<file path="src/rtl/game_pkg.sv">
// Shared definitions for the memory-sequence game controller.
//   - state encodings and state width
//   - command-vector bit positions (R1, R2, E1..E4, SEL)
//   - key/switch counts shared with the Datapath
//   - cmd_decode(): the Moore output decode, state -> command vector
package game_pkg;

  localparam int ST_W = 3;

  localparam logic [ST_W-1:0] ST_INIT       = 3'd0;
  localparam logic [ST_W-1:0] ST_SETUP      = 3'd1;
  localparam logic [ST_W-1:0] ST_PLAY_FPGA  = 3'd2;
  localparam logic [ST_W-1:0] ST_PLAY_USER  = 3'd3;
  localparam logic [ST_W-1:0] ST_CHECK      = 3'd4;
  localparam logic [ST_W-1:0] ST_NEXT_ROUND = 3'd5;
  localparam logic [ST_W-1:0] ST_RESULT     = 3'd6;

  localparam int CMD_W   = 7;
  localparam int CMD_R1  = 0;
  localparam int CMD_R2  = 1;
  localparam int CMD_E1  = 2;
  localparam int CMD_E2  = 3;
  localparam int CMD_E3  = 4;
  localparam int CMD_E4  = 5;
  localparam int CMD_SEL = 6;

  localparam int P_KEY    = 4;
  localparam int P_SWITCH = 8;

  // Encoding 7 decodes to nothing active; the FSM leaves it on the next edge.
  function automatic logic [CMD_W-1:0] cmd_decode(input logic [ST_W-1:0] st);
    logic [CMD_W-1:0] cmd;
    cmd = '0;
    case (st)
      ST_INIT: begin
        cmd[CMD_R1] = 1'b1;
        cmd[CMD_R2] = 1'b1;
      end
      ST_SETUP:      cmd[CMD_E1] = 1'b1;
      ST_PLAY_FPGA:  cmd[CMD_E2] = 1'b1;
      ST_PLAY_USER:  cmd[CMD_E3] = 1'b1;
      ST_NEXT_ROUND: begin
        cmd[CMD_R2] = 1'b1;
        cmd[CMD_E4] = 1'b1;
      end
      ST_RESULT:     cmd[CMD_SEL] = 1'b1;
      default:       cmd = '0;
    endcase
    return cmd;
  endfunction

endpackage

</file>
<file path="src/rtl/key_edge_sync.sv">
// Two-flop synchronizer plus rise detector for an asynchronous key level.
// Ports:
//   i_clk    system clock
//   i_reset  synchronous active-high reset
//   i_key    asynchronous active-high key level
//   o_rise   one-cycle pulse on a synchronized 0->1 transition
// All flops reset to 1 so a key held through reset is not seen as a press
// until it has been released and pressed again.
module key_edge_sync (
  input  logic i_clk,
  input  logic i_reset,
  input  logic i_key,
  output logic o_rise
);

  logic r_s1;
  logic r_s2;
  logic r_s3;

  always_ff @(posedge i_clk) begin
    if (i_reset) begin
      r_s1 <= 1'b1;
      r_s2 <= 1'b1;
      r_s3 <= 1'b1;
    end else begin
      r_s1 <= i_key;
      r_s2 <= r_s1;
      r_s3 <= r_s2;
    end
  end

  assign o_rise = r_s2 & ~r_s3;

endmodule

</file>
<file path="src/rtl/game_controller.sv">
// Control FSM for the memory-sequence game (Moore machine).
// Ports:
//   CLOCK_50                      system clock
//   reset                         synchronous active-high reset
//   enter                         asynchronous player confirm key
//   end_FPGA/end_User/end_time    Datapath status flags
//   win/match                     round result flags from the Datapath
//   R1, R2, E1..E4, SEL           Datapath command lines (state decode only)
//   state_dbg                     current state encoding
//
// state      | meaning
// INIT       | clear setup/level and round registers
// SETUP      | load setup registers, wait for enter
// PLAY_FPGA  | Datapath shows the sequence
// PLAY_USER  | capture player input until done or timed out
// CHECK      | one-cycle decision on match/win
// NEXT_ROUND | clear round-local state, bump the round
// RESULT     | show result until enter or result timer expiry
module game_controller
  import game_pkg::*;
#(
  parameter int RESULT_TIMEOUT = 0,
  parameter int TIMEOUT_W      = 28
) (
  input  logic       CLOCK_50,
  input  logic       reset,
  input  logic       enter,
  input  logic       end_FPGA,
  input  logic       end_User,
  input  logic       end_time,
  input  logic       win,
  input  logic       match,
  output logic       R1,
  output logic       R2,
  output logic       E1,
  output logic       E2,
  output logic       E3,
  output logic       E4,
  output logic       SEL,
  output logic [2:0] state_dbg
);

  localparam logic [TIMEOUT_W-1:0] TIMER_LAST = TIMEOUT_W'(RESULT_TIMEOUT - 1);

  logic [ST_W-1:0]      r_state;
  logic [ST_W-1:0]      w_state_next;
  logic [CMD_W-1:0]     w_cmd;
  logic [TIMEOUT_W-1:0] r_timer;
  logic                 w_enter_rise;
  logic                 w_timeout_hit;

  key_edge_sync u_enter_sync (
    .i_clk   (CLOCK_50),
    .i_reset (reset),
    .i_key   (enter),
    .o_rise  (w_enter_rise)
  );

  // Timer sits at 0 outside RESULT, so it is already cleared on entry.
  always_ff @(posedge CLOCK_50) begin
    if (reset || (r_state != ST_RESULT)) begin
      r_timer <= '0;
    end else begin
      r_timer <= r_timer + TIMEOUT_W'(1);
    end
  end

  assign w_timeout_hit = (RESULT_TIMEOUT != 0) && (r_timer == TIMER_LAST);

  always_ff @(posedge CLOCK_50) begin
    if (reset) begin
      r_state <= ST_INIT;
    end else begin
      r_state <= w_state_next;
    end
  end

  always_comb begin
    w_state_next = r_state;
    case (r_state)
      ST_INIT:      w_state_next = ST_SETUP;
      ST_SETUP:     if (w_enter_rise) w_state_next = ST_PLAY_FPGA;
      ST_PLAY_FPGA: if (end_FPGA) w_state_next = ST_PLAY_USER;
      ST_PLAY_USER: begin
        if (end_time) begin
          w_state_next = ST_RESULT;
        end else if (end_User) begin
          w_state_next = ST_CHECK;
        end
      end
      // A mismatch ends the game even if win is also raised.
      ST_CHECK: begin
        if (!match || win) begin
          w_state_next = ST_RESULT;
        end else begin
          w_state_next = ST_NEXT_ROUND;
        end
      end
      ST_NEXT_ROUND: w_state_next = ST_PLAY_FPGA;
      ST_RESULT:     if (w_enter_rise || w_timeout_hit) w_state_next = ST_INIT;
      default:       w_state_next = ST_INIT;
    endcase
  end

  always_comb begin
    w_cmd = cmd_decode(r_state);
  end

  assign R1        = w_cmd[CMD_R1];
  assign R2        = w_cmd[CMD_R2];
  assign E1        = w_cmd[CMD_E1];
  assign E2        = w_cmd[CMD_E2];
  assign E3        = w_cmd[CMD_E3];
  assign E4        = w_cmd[CMD_E4];
  assign SEL       = w_cmd[CMD_SEL];
  assign state_dbg = r_state;

endmodule
</file>
<file path="config.mk">
export PLATFORM = sky130hd
export DESIGN_NAME = game_controller
export DESIGN_NICKNAME = d
export VERILOG_FILES = /design/src/rtl/game_pkg.sv /design/src/rtl/key_edge_sync.sv /design/src/rtl/game_controller.sv
export SDC_FILE = /design/constraint.sdc
export NUM_CORES = 1
export LEC_CHECK = 0
export ABC_AREA = 1
export BUFFER_PORTS_ARGS = -buffer_cell sky130_fd_sc_hd__buf_2
export CAP_MARGIN = 20
export CORE_AREA = 2 2 39 41
export CTS_BUF_LIST = sky130_fd_sc_hd__clkbuf_4 sky130_fd_sc_hd__clkbuf_8
export DETAILED_ROUTE_END_ITERATION = 12
export DIE_AREA = 0 0 41 43
export HOLD_SLACK_MARGIN = 0.1
export PLACE_DENSITY = 0.59
export SLEW_MARGIN = 20
export SYNTH_ARGS = -nofsm -noshare
export SYNTH_HDL_FRONTEND = slang
export SYNTH_SLANG_ARGS = --single-unit
</file>
<file path="constraint.sdc">
create_clock -name CLOCK_50 -period 1.4 [get_ports CLOCK_50]
set_input_delay 0.14 -clock CLOCK_50 [delete_from_list [all_inputs] [get_ports CLOCK_50]]
set_output_delay 0.14 -clock CLOCK_50 [all_outputs]
set_load 0.01 [all_outputs]
</file>
==> impl_metrics.py <==
metrics = {
    "global_routing": {
        "overflow": 0,
        "use_met3_pct": 1.57,
        "antenna_found_initial": 0,
        "use_met1_pct": 11.4,
        "grt_pass1_vias": 349,
        "grt_usage_pct": 10.2,
        "grt_most_used_layer": "met2",
        "grt_pass1_wl_mm": 1.23,
        "grt_max_degree": 11,
        "globalRouteMet2Util_pct": 15.9,
    },
    "cts": {
        "htree_levels": 1,
        "cts_tree": "yes",
        "cts-buffers-inserted": 3,
        "path_clk_slew_ns": 0.04,
        "clkLatencyLatePin_ns": 0.24,
        "clockRootBuffer": "clkbuf_4",
        "cts.sinks": 6,
        "cts_buffer_depth": 2,
    },
    "worst_hold_path": {
        "holdPathStages": 2,
        "holdPathEnd": "u_enter_sync.r_s3",
        "hold_path_class": "input port to flip-flop",
        "hp-start": "reset",
    },
    "placement": {
        "dpl_worst_slack_ns": 0.140,
        "place_inst": 98,
        "place_area_um2": 492,
        "place.gp.congestion": 0.697,
        "dpl.hpwl_um": 658,
        "io_buffers": 17,
    },
    "critical_path": {
        "cp_slowest_cell": "dfxtp_4",
        "startpoint_type": "flip-flop",
        "end_kind": "output pin",
        "critPathKind": "flip-flop to output pin",
        "crit_buf_inv": 3,
        "cp_top_family": "flip-flops",
        "timing.rr.end": "state_dbg[2]",
        "rrSetupSlack_ns": 0.29,
        "critPathMaxFanout": 8,
        "cp_data_arrival_time_ns": 1.15,
        "path_cells": "inv_2 > nor2_1 > inv_1 > nor2_2 > or2_4 > buf_6",
        "max_stage_delay_ns": 0.36,
        "worst-r2r-cell-count": 8,
        "required_ns": 1.26,
        "timing.rr.start": "state_dbg[0]",
    },
    "routing": {
        "drtIter0Drc": 2,
        "wl_per_cell_um": 7.56,
        "antenna_left": 0,
        "drt_pass1_iterations": 2,
        "drc_errors": 0,
        "finalWirelength_um": 779,
        "vias": 437,
        "viasPerCell": 4.24,
    },
    "synth": {
        "synth-seq-area-share_pct": 29.9,
        "avgSynthCellArea_um2": 6.09,
        "synth_cell_type_count": 11,
        "ys_ff_latch": 6,
        "synth_nets": 74,
        "syn_area_um2": 402,
        "synthCells": 66,
        "yosysWarnings": 0,
    },
    "sta": {
        "fin_skew_ns": 0.00138,
        "fin_ws_ns": 0.110,
        "relSlewSlack_pct": 85.2,
        "fin_tns_setup_ns": 0,
        "drv_slew": 0,
        "period_share_pct": 92.1,
        "hold_viol": 0,
        "worst_hold_slack_ns": 0.127,
        "worstMarginPinSlew_ns": 0.221,
        "max_freq_ghz": 0.775,
        "rsz0062_at_grt": "false",
        "setup_viol": 0,
        "timing.final.crit_period_ns": 1.29,
    },
    "floorplan": {
        "die-width_um": 41,
        "ios": 18,
        "die_h_um": 43,
        "die_area_um2": 1760,
        "initial_core_util_pct": 29.0,
        "core_area_um2": 1380,
        "row_count": 14,
    },
    "power": {
        "p_leak_nw": 0.326,
        "power_density_nw_per_um2": 1870,
        "peakVddDrop_mv": 0.785,
    },
    "job": {
        "cap_violations": 0,
    },
    "cells_and_area": {
        "syn2layout_area_growth_pct": 38.0,
        "fin_cells": 103,
        "most-common-layout-cells": "buf_2 (16), nand2_1 (14), nor2_1 (13)",
        "diodes": 0,
        "drive_gt1_share_pct": 42.5,
        "fin_nets": 97,
        "final_common_cell": "buf_2",
        "final_area_um2": 554,
    },
    "outcome": {
        "status": "finished clean",
    },
}
==> flip-flops by register name (all words and copies together), names as in the netlist <==
register,flops
state_dbg,3
u_enter_sync.r_s3,1
u_enter_sync.r_s1,1
u_enter_sync.r_s2,1
==> cells in the mapped netlist <==
cell      n  area (um^2)
nor2_1   15         56.3
nand2_1  14         52.6
inv_1    12         45.0
dfxtp_1   6          120
nand3_1   6         30.0
or2_2     4         25.0
nand2_2   3         18.8
a21oi_1   2         10.0
buf_6     2         22.5
nand3_2   1         10.0
nor2_4    1         11.3
==> how the worst max path moves through the flow <==
stage	cells past startpoint	slack [ns]	endpoint	from
global placement	6	0.13	state_dbg[2]	state_dbg[2]
finish	6	0.11	R2	state_dbg[0]
global route	6	0.03	R2	state_dbg[0]
detailed placement	5	0.14	R2	state_dbg[0]
floorplan	5	0.18	R2	state_dbg[0]
CTS	5	0.006	R2	state_dbg[1]
==> metrics by stage <==
step | utilization (%) | power (W)
CTS | 38.3 | 0.000987
finish | 40.1 | 0.00104
detailed placement | 35.5 | 0.000806
global route | 40.1 | 0.00114
floorplan | - | 0.000667
global placement | 35.5 | 0.000807
==> logic make-up (layout without fill, tap and decap cells) <==
kind of cell | after synthesis | in the layout | synth area share (%)
AO/OA/AOI/OAI | 2 | 2 | 2.49
buffers and inverters | 14 | 35 | 16.8
AND/OR/NAND/NOR | 44 | 44 | 50.8
flip-flops | 6 | 6 | 29.9
==> where the power goes <==
part | switching, W | internal (W) | total, W
sequential | 0.0000700 | 0.000225 | 0.000295
combinational | 0.000316 | 0.000274 | 0.000590
clock | 0.0000570 | 0.0000966 | 0.000154
==> final cells by class <==
class	count	area [um^2]
fillers	160	830
inverters	12	45.0
well taps	16	20.0
flip-flops and latches	6	129
clock buffers	3	22.5
multi-input cells	46	221
repair buffers	20	116
==> per-layer routing <==
metal / wire, um / share of wire (%)
met2: 368 / 47
met1: 354 / 45
met3: 52 / 6.7
met4: 4 / 0.51
met5: 0 / 0
==> timing repair <==
| action | 4_1_cts | 5_1_grt |
|---|---|---|
| setup buffers | 0 | 1 |
| gates resized for setup | 4 | 6 |
| pin swaps | 0 | 0 |
| hold endpoints to repair | 1 | 0 |
| hold buffers | 1 | 0 |
| endpoints found under the setup margin | 1 | 1 |
Note: power is estimated with default switching activity, not from simulation.
